$ cat src/rtl/pll_md_responder.sv
// Responder side of the PLL management-data port: byte-wide config register file plus relock emulation.
// Optional feature macro PLL_MD_ADDR_WRAP_EN: mdainc at the last mapped address wraps to 0 instead of saturating.
module pll_md_responder #(
  parameter int         DEPTH       = 16,
  parameter logic [7:0] ID_VALUE    = 8'hA5,
  parameter logic [7:0] MULTI_FAC   = 8'd16,
  parameter logic [7:0] DIV0_RST    = 8'd4,
  parameter logic [7:0] DIV2_RST    = 8'd8,
  parameter int         LOCK_CYCLES = 64
) (
  input  logic       mdclk,
  input  logic       reset_n,
  input  logic [1:0] mdopc,
  input  logic       mdainc,
  input  logic [7:0] mdwdi,
  output logic [7:0] mdrdo,
  output logic       lock,
  output logic [7:0] fbdiv,
  output logic [7:0] div0,
  output logic [7:0] div2,
  output logic       cfg_update,
  output logic       md_err
);
  localparam int         AW   = (DEPTH > 1) ? $clog2(DEPTH) : 1;
  localparam int         CW   = $clog2(LOCK_CYCLES + 1);
  localparam logic [7:0] LAST = 8'(DEPTH - 1);
  localparam logic [1:0] OP_ADDR = 2'b01, OP_WR = 2'b10, OP_RD = 2'b11;

  typedef enum logic {RELOCK, LOCKED} state_t;

  logic [7:0]    mem [DEPTH];
  logic [7:0]    addr, addr_nxt, rd_val, wr_data;
  logic          is_wr, is_rd, addr_ok, illegal, wr_ok, zero_div, commit, sat_err, err_nxt;
  state_t        state, state_nxt;
  logic [CW-1:0] count, count_nxt;
  logic          lock_nxt;

  assign is_wr   = (mdopc == OP_WR);
  assign is_rd   = (mdopc == OP_RD);
  assign addr_ok = (int'(addr) < DEPTH);
  assign illegal = ((is_wr || is_rd) && !addr_ok) || (is_wr && (addr == 8'h00 || addr == 8'h05));
  assign wr_ok   = is_wr && !illegal;
  // Dividers must never hold zero; a zero write is coerced to 1 and flagged.
  assign zero_div = wr_ok && (addr == 8'h01 || addr == 8'h02 || addr == 8'h03) && (mdwdi == 8'h00);
  assign commit   = wr_ok && (addr == 8'h04) && mdwdi[0];

  always_comb begin
    rd_val = mem[addr[AW-1:0]];
    if (addr == 8'h00)      rd_val = ID_VALUE;
    else if (addr == 8'h05) rd_val = {6'b0, (state == RELOCK), lock};
  end

  always_comb begin
    wr_data = mdwdi;
    if (zero_div)           wr_data = 8'h01;
    else if (addr == 8'h04) wr_data = {mdwdi[7:1], 1'b0};
  end

  always_comb begin
    addr_nxt = addr;
    sat_err  = 1'b0;
    if (mdopc == OP_ADDR) addr_nxt = mdwdi;
    else if ((is_wr || is_rd) && mdainc) begin
      if (addr == LAST) begin
`ifdef PLL_MD_ADDR_WRAP_EN
        addr_nxt = 8'h00;
`else
        sat_err  = 1'b1;
`endif
      end else begin
        addr_nxt = addr + 8'd1;
      end
    end
  end

  assign err_nxt = illegal || zero_div || sat_err;

  // A commit restarts the relock window from any state; lock follows the state one cycle late.
  always_comb begin
    state_nxt = state;
    count_nxt = count;
    lock_nxt  = lock;
    if (commit) begin
      state_nxt = RELOCK;
      count_nxt = '0;
      lock_nxt  = 1'b0;
    end else begin
      case (state)
        RELOCK: begin
          lock_nxt = 1'b0;
          if (count == CW'(LOCK_CYCLES - 1)) begin
            state_nxt = LOCKED;
            count_nxt = '0;
          end else begin
            count_nxt = count + CW'(1);
          end
        end
        default: lock_nxt = 1'b1;
      endcase
    end
  end

  always_ff @(posedge mdclk or negedge reset_n) begin
    if (!reset_n) begin
      state <= RELOCK;
      count <= '0;
      lock  <= 1'b0;
    end else begin
      state <= state_nxt;
      count <= count_nxt;
      lock  <= lock_nxt;
    end
  end

  always_ff @(posedge mdclk or negedge reset_n) begin
    if (!reset_n) begin
      for (int i = 0; i < DEPTH; i++) mem[i] <= 8'h00;
      mem[1]     <= MULTI_FAC;
      mem[2]     <= DIV0_RST;
      mem[3]     <= DIV2_RST;
      addr       <= 8'h00;
      mdrdo      <= 8'h00;
      cfg_update <= 1'b0;
      md_err     <= 1'b0;
    end else begin
      if (wr_ok) mem[addr[AW-1:0]] <= wr_data;
      if (is_rd) mdrdo <= addr_ok ? rd_val : 8'h00;
      addr       <= addr_nxt;
      cfg_update <= commit;
      md_err     <= err_nxt;
    end
  end

  assign fbdiv = mem[1];
  assign div0  = mem[2];
  assign div2  = mem[3];
endmodule

$ cat config.mk
export PLATFORM = sky130hd
export DESIGN_NAME = pll_md_responder
export DESIGN_NICKNAME = d
export VERILOG_FILES = /design/src/rtl/pll_md_responder.sv
export SDC_FILE = /design/constraint.sdc
export NUM_CORES = 1
export LEC_CHECK = 0
export CAP_MARGIN = 20
export CORE_ASPECT_RATIO = 1.4
export CORE_MARGIN = 1
export CORE_UTILIZATION = 30
export DETAILED_ROUTE_END_ITERATION = 7
export HOLD_SLACK_MARGIN = 0.15
export MAX_ROUTING_LAYER = met4
export PLACE_DENSITY_LB_ADDON = 0.25
export SETUP_SLACK_MARGIN = 0.02
export SKIP_LAST_GASP = 1
export SYNTH_ARGS = -nofsm -noshare
export SYNTH_HDL_FRONTEND = slang
export SYNTH_SLANG_ARGS = --single-unit
$ cat constraint.sdc
create_clock -name mdclk -period 3.7 [get_ports mdclk]
set_clock_uncertainty 0.15 [all_clocks]
set_input_delay 0.555 -clock mdclk [delete_from_list [all_inputs] [get_ports mdclk]]
set_output_delay 0.555 -clock mdclk [all_outputs]
set_load 0.05 [all_outputs]
==> impl_metrics.py <==
metrics = {
    "synth": {
        "netlist.area_leader.share_pct": 49.56,
        "syn_area_mm2": 0.007675,
        "yosys.area.top_type": "dfrtp_1",
        "synth_flop_cell": "dfrtp_1",
        "synth.area.top_cells": "dfrtp_1 (50%), mux2_2 (14%), mux4_2 (8.2%)",
        "synthCells": 560,
        "synth_most_common_cell": "dfrtp_1",
        "yosysSeqAreaShare_pct": 50.59,
        "yosysWarnings": 0,
        "syn_avg_cell_area_um2": 13.71,
        "ys_ff_latch": 155,
        "syn-num-nets": 578,
        "ys_async_sr_fraction_pct": 100.0,
        "synth.distinct_cells": 64,
        "ys_top_cells_by_count": "dfrtp_1 (152), mux2_2 (93), clkbuf_1 (30)",
        "synth_edf_count": 0,
    },
    "critical_path": {
        "rrSetupSlack_ps": 970,
        "worstPathMaxFanout": 24,
        "r2r_cells": 5,
        "crit_type": "flop to flop",
        "critPathLaunchType": "flop",
        "slowest_stage": "dfrtp_1",
        "arrival_ps": 2870,
        "regToRegStartpoint": "addr[2]$_DFFE_PN0P_",
        "critical-path-top-delay-family": "flip-flops",
        "max_stage_delay_ps": 1000,
        "cp-end-kind": "flop",
        "cp.buffers_inverters": 2,
        "worstPathCellList": "buf_4 > mux4_2 > mux4_2 > inv_1 > o21ai_0",
        "cp_common_cell": "mux4_2",
        "r2r-end": "mdrdo[3]$_DFFE_PN0P_",
        "required_ps": 3850,
    },
    "drt": {
        "drc": 0,
        "drt_iter0_markers": 334,
        "postRouteWirelength_um": 18310,
        "viasPerCell": 5.049,
        "antenna_left": 0,
        "wl_per_cell_um": 20.34,
        "vias": 4544,
        "firstDrtPassIters": 5,
    },
    "layout": {
        "syn_to_final_growth_pct": 15.59,
        "drive_above_1_share_pct": 36.58,
        "multi_input_area_mm2": 0.003318,
        "diodes": 0,
        "nets": 592,
        "fill_cells": 2395,
        "instances_no_fill": 900,
        "ff_latch_area_mm2": 0.003884,
    },
    "sta": {
        "setup_violations": 0,
        "period_minus_slack_ps": 2727,
        "period_share_pct": 73.71,
        "drv_slew": 0,
        "finalSetupTns_ps": 0,
        "finalHoldViolCount": 0,
        "rsz0062_at_grt": "false",
        "maxSlewHeadroom_pct": 33.09,
        "fmax_mhz": 366.6,
        "worst-slew-pin-transition_ps": 1004,
    },
    "worst_hold_path": {
        "hp-class": "flop to flop",
        "min_to": "mem[86]$_DFFE_PN0P_",
        "hold_depth": 0,
        "hold_start": "mem[86]$_DFFE_PN0P_",
    },
    "floorplanning": {
        "die_w_um": 137.2,
        "num_rows": 68,
        "fp.coreArea_mm2": 0.02493,
        "pin_count": 48,
        "fp.dieArea_mm2": 0.02624,
        "initial_utilization_pct": 30.79,
        "die_y_um": 191.3,
    },
    "power_and_ir_drop": {
        "p_clk_share_pct": 36.3,
        "pwr-share-seq_pct": 42.4,
        "sw_frac_of_total_pct": 28.95,
        "power.leakage_nw": 4.008,
        "net-switching-power_mw": 1.404,
        "p_int_mw": 3.445,
        "p_per_area_mw_per_mm2": 546.6,
        "max-vdd-ir-drop_mv": 0.3566,
        "power_frac_comb_pct": 21.3,
    },
    "cts": {
        "clk_latency_ps": 420,
        "root_buffer": "clkbuf_16",
        "cts-resized-gates": 0,
        "cts_tree": "yes",
        "htreeDepth": 4,
        "cts_sinks": 155,
        "cts_buffer_depth": 2,
        "cts_setup_buffers": 0,
        "numCtsBuffers": 17,
        "cts.clk_slew.worst_paths_ps": 60,
    },
    "placement": {
        "io_buffers": 47,
        "place_congestion": 0.8259,
        "dpl.hpwl_um": 12670,
        "placed_cells_incl_taps": 869,
    },
    "run": {
        "drv_cap": 0,
    },
    "status": {
        "outcome": "finished clean",
    },
    "global_routing": {
        "grt_usage_pct": 15.76,
        "grt_pass1_vias": 4928,
        "grt_pass1_wl_um": 29300,
        "gr-total-overflow": 0,
        "grt_start_max_net_pins": 70,
        "antenna_found_initial": 0,
    },
}
worst reg2reg max path, delay by kind of cell (launching register included):
kind / cells / cell delay (ps)
flip-flops: 1 / 1000
multiplexers: 2 / 870
AO/OA/AOI/OAI: 1 / 70
buffers and inverters: 2 / 520
how the worst max path moves through the flow:
stage	endpoint	cells past startpoint	start
4_1_cts	mdrdo[3]$_DFFE_PN0P_	5	addr[2]$_DFFE_PN0P_
5_1_grt	mdrdo[3]$_DFFE_PN0P_	5	addr[2]$_DFFE_PN0P_
6_report	mdrdo[3]$_DFFE_PN0P_	5	addr[2]$_DFFE_PN0P_
3_5_place_dp	mem[53]$_DFFE_PN0P_	6	mdopc[1]
3_3_place_gp	mem[53]$_DFFE_PN0P_	6	mdopc[1]
2_1_floorplan	div0[0]$_DFFE_PN0P_	11	addr[0]$_DFFE_PN0P_
cell type report:
cell class / count / area share, %
Clock inverter: 7 / 1.298
Sequential cell: 155 / 43.78
Tap cell: 315 / 4.443
Timing Repair Buffer: 69 / 7.348
Multi-Input combinational cell: 323 / 37.40
Clock buffer: 23 / 5.388
Inverter: 8 / 0.3385
power groups by stage:
| stage | sequential [mW] | clock [mW] | combinational (mW) |
|---|---|---|---|
| detailed placement | 2.09 | 0 | 1.04 |
| global placement | 2.08 | 0 | 1.02 |
| global route | 2.09 | 1.88 | 1.12 |
| CTS | 2.06 | 1.81 | 1.05 |
| floorplan | 2.05 | 0 | 0.784 |
| finish | 2.06 | 1.76 | 1.03 |
layer usage:
| metal | share of wire, % | wire length, µm | up-vias | track usage [%] |
|---|---|---|---|---|
| li1 | - | - | 2056 | - |
| met5 | 0 | 0 | - | - |
| met1 | 43 | 7903 | 2390 | 19.04 |
| met4 | 2.2 | 408 | 0 | 6.086 |
| met3 | 2.6 | 474 | 19 | 2.678 |
| met2 | 52 | 9520 | 79 | 26.05 |
stage by stage:
step | instance area [µm²] | worst slack, ps | utilization (%) | total power, mW | hold WS (ps)
final | 8871 | 972.6 | 35.59 | 4.849 | 222.7
after global routing | 8871 | 844.2 | 35.59 | 5.081 | 233.1
after CTS | 8871 | 936.9 | 35.59 | 4.912 | 227.4
after detailed placement | 8268 | 685.4 | 33.17 | 3.130 | 213.2
after global placement | 8268 | 709.4 | 33.17 | 3.098 | 210.4
after floorplan | 7675 | 711.6 | - | 2.830 | 109.4
layout by cell type (no fill, tap or decap), drive strengths merged, types with 3 or more instances in the layout:
cell type      count
a2111o             3
a2111oi            3
a211oi             3
a21o               3
a21oi             10
a221o              4
and2               7
buf               22
bufinv             3
clkbuf            23
clkdlybuf4s50     46
dfrtp            152
dfstp              3
ha                 5
inv                8
mux2             114
mux2i             14
mux4              28
nand2             23
nand3             21
nand4              4
nor2              11
nor2b             11
nor3              10
nor4               6
o21ai              7
o31ai              3
or3                3
repair_timing:
item,in CTS,in global routing
hold buffers,1,0
endpoints found under the setup margin,0,0
hold endpoints to repair,43,0
logic make-up after synthesis:
group	count (synthesis)	share of synthesized area [%]
AOI/OAI and AO/OA	51	4.858
muxes	156	27.60
and+or+nand+nor	108	9.619
xor gates and xnor gates	3	0.3424
buffers and inverters	82	6.179
adders and majority gates	5	0.8151
DFF	155	50.59
sequential cells by signal (all words and copies together), names as in the netlist:
signal / flops
count: 7
cfg_update: 1
state: 1
fbdiv: 8
addr: 8
div0: 8
lock: 1
mem: 104
mdrdo: 8
md_err: 1
div2: 8
(Power assumes the default switching activity.)
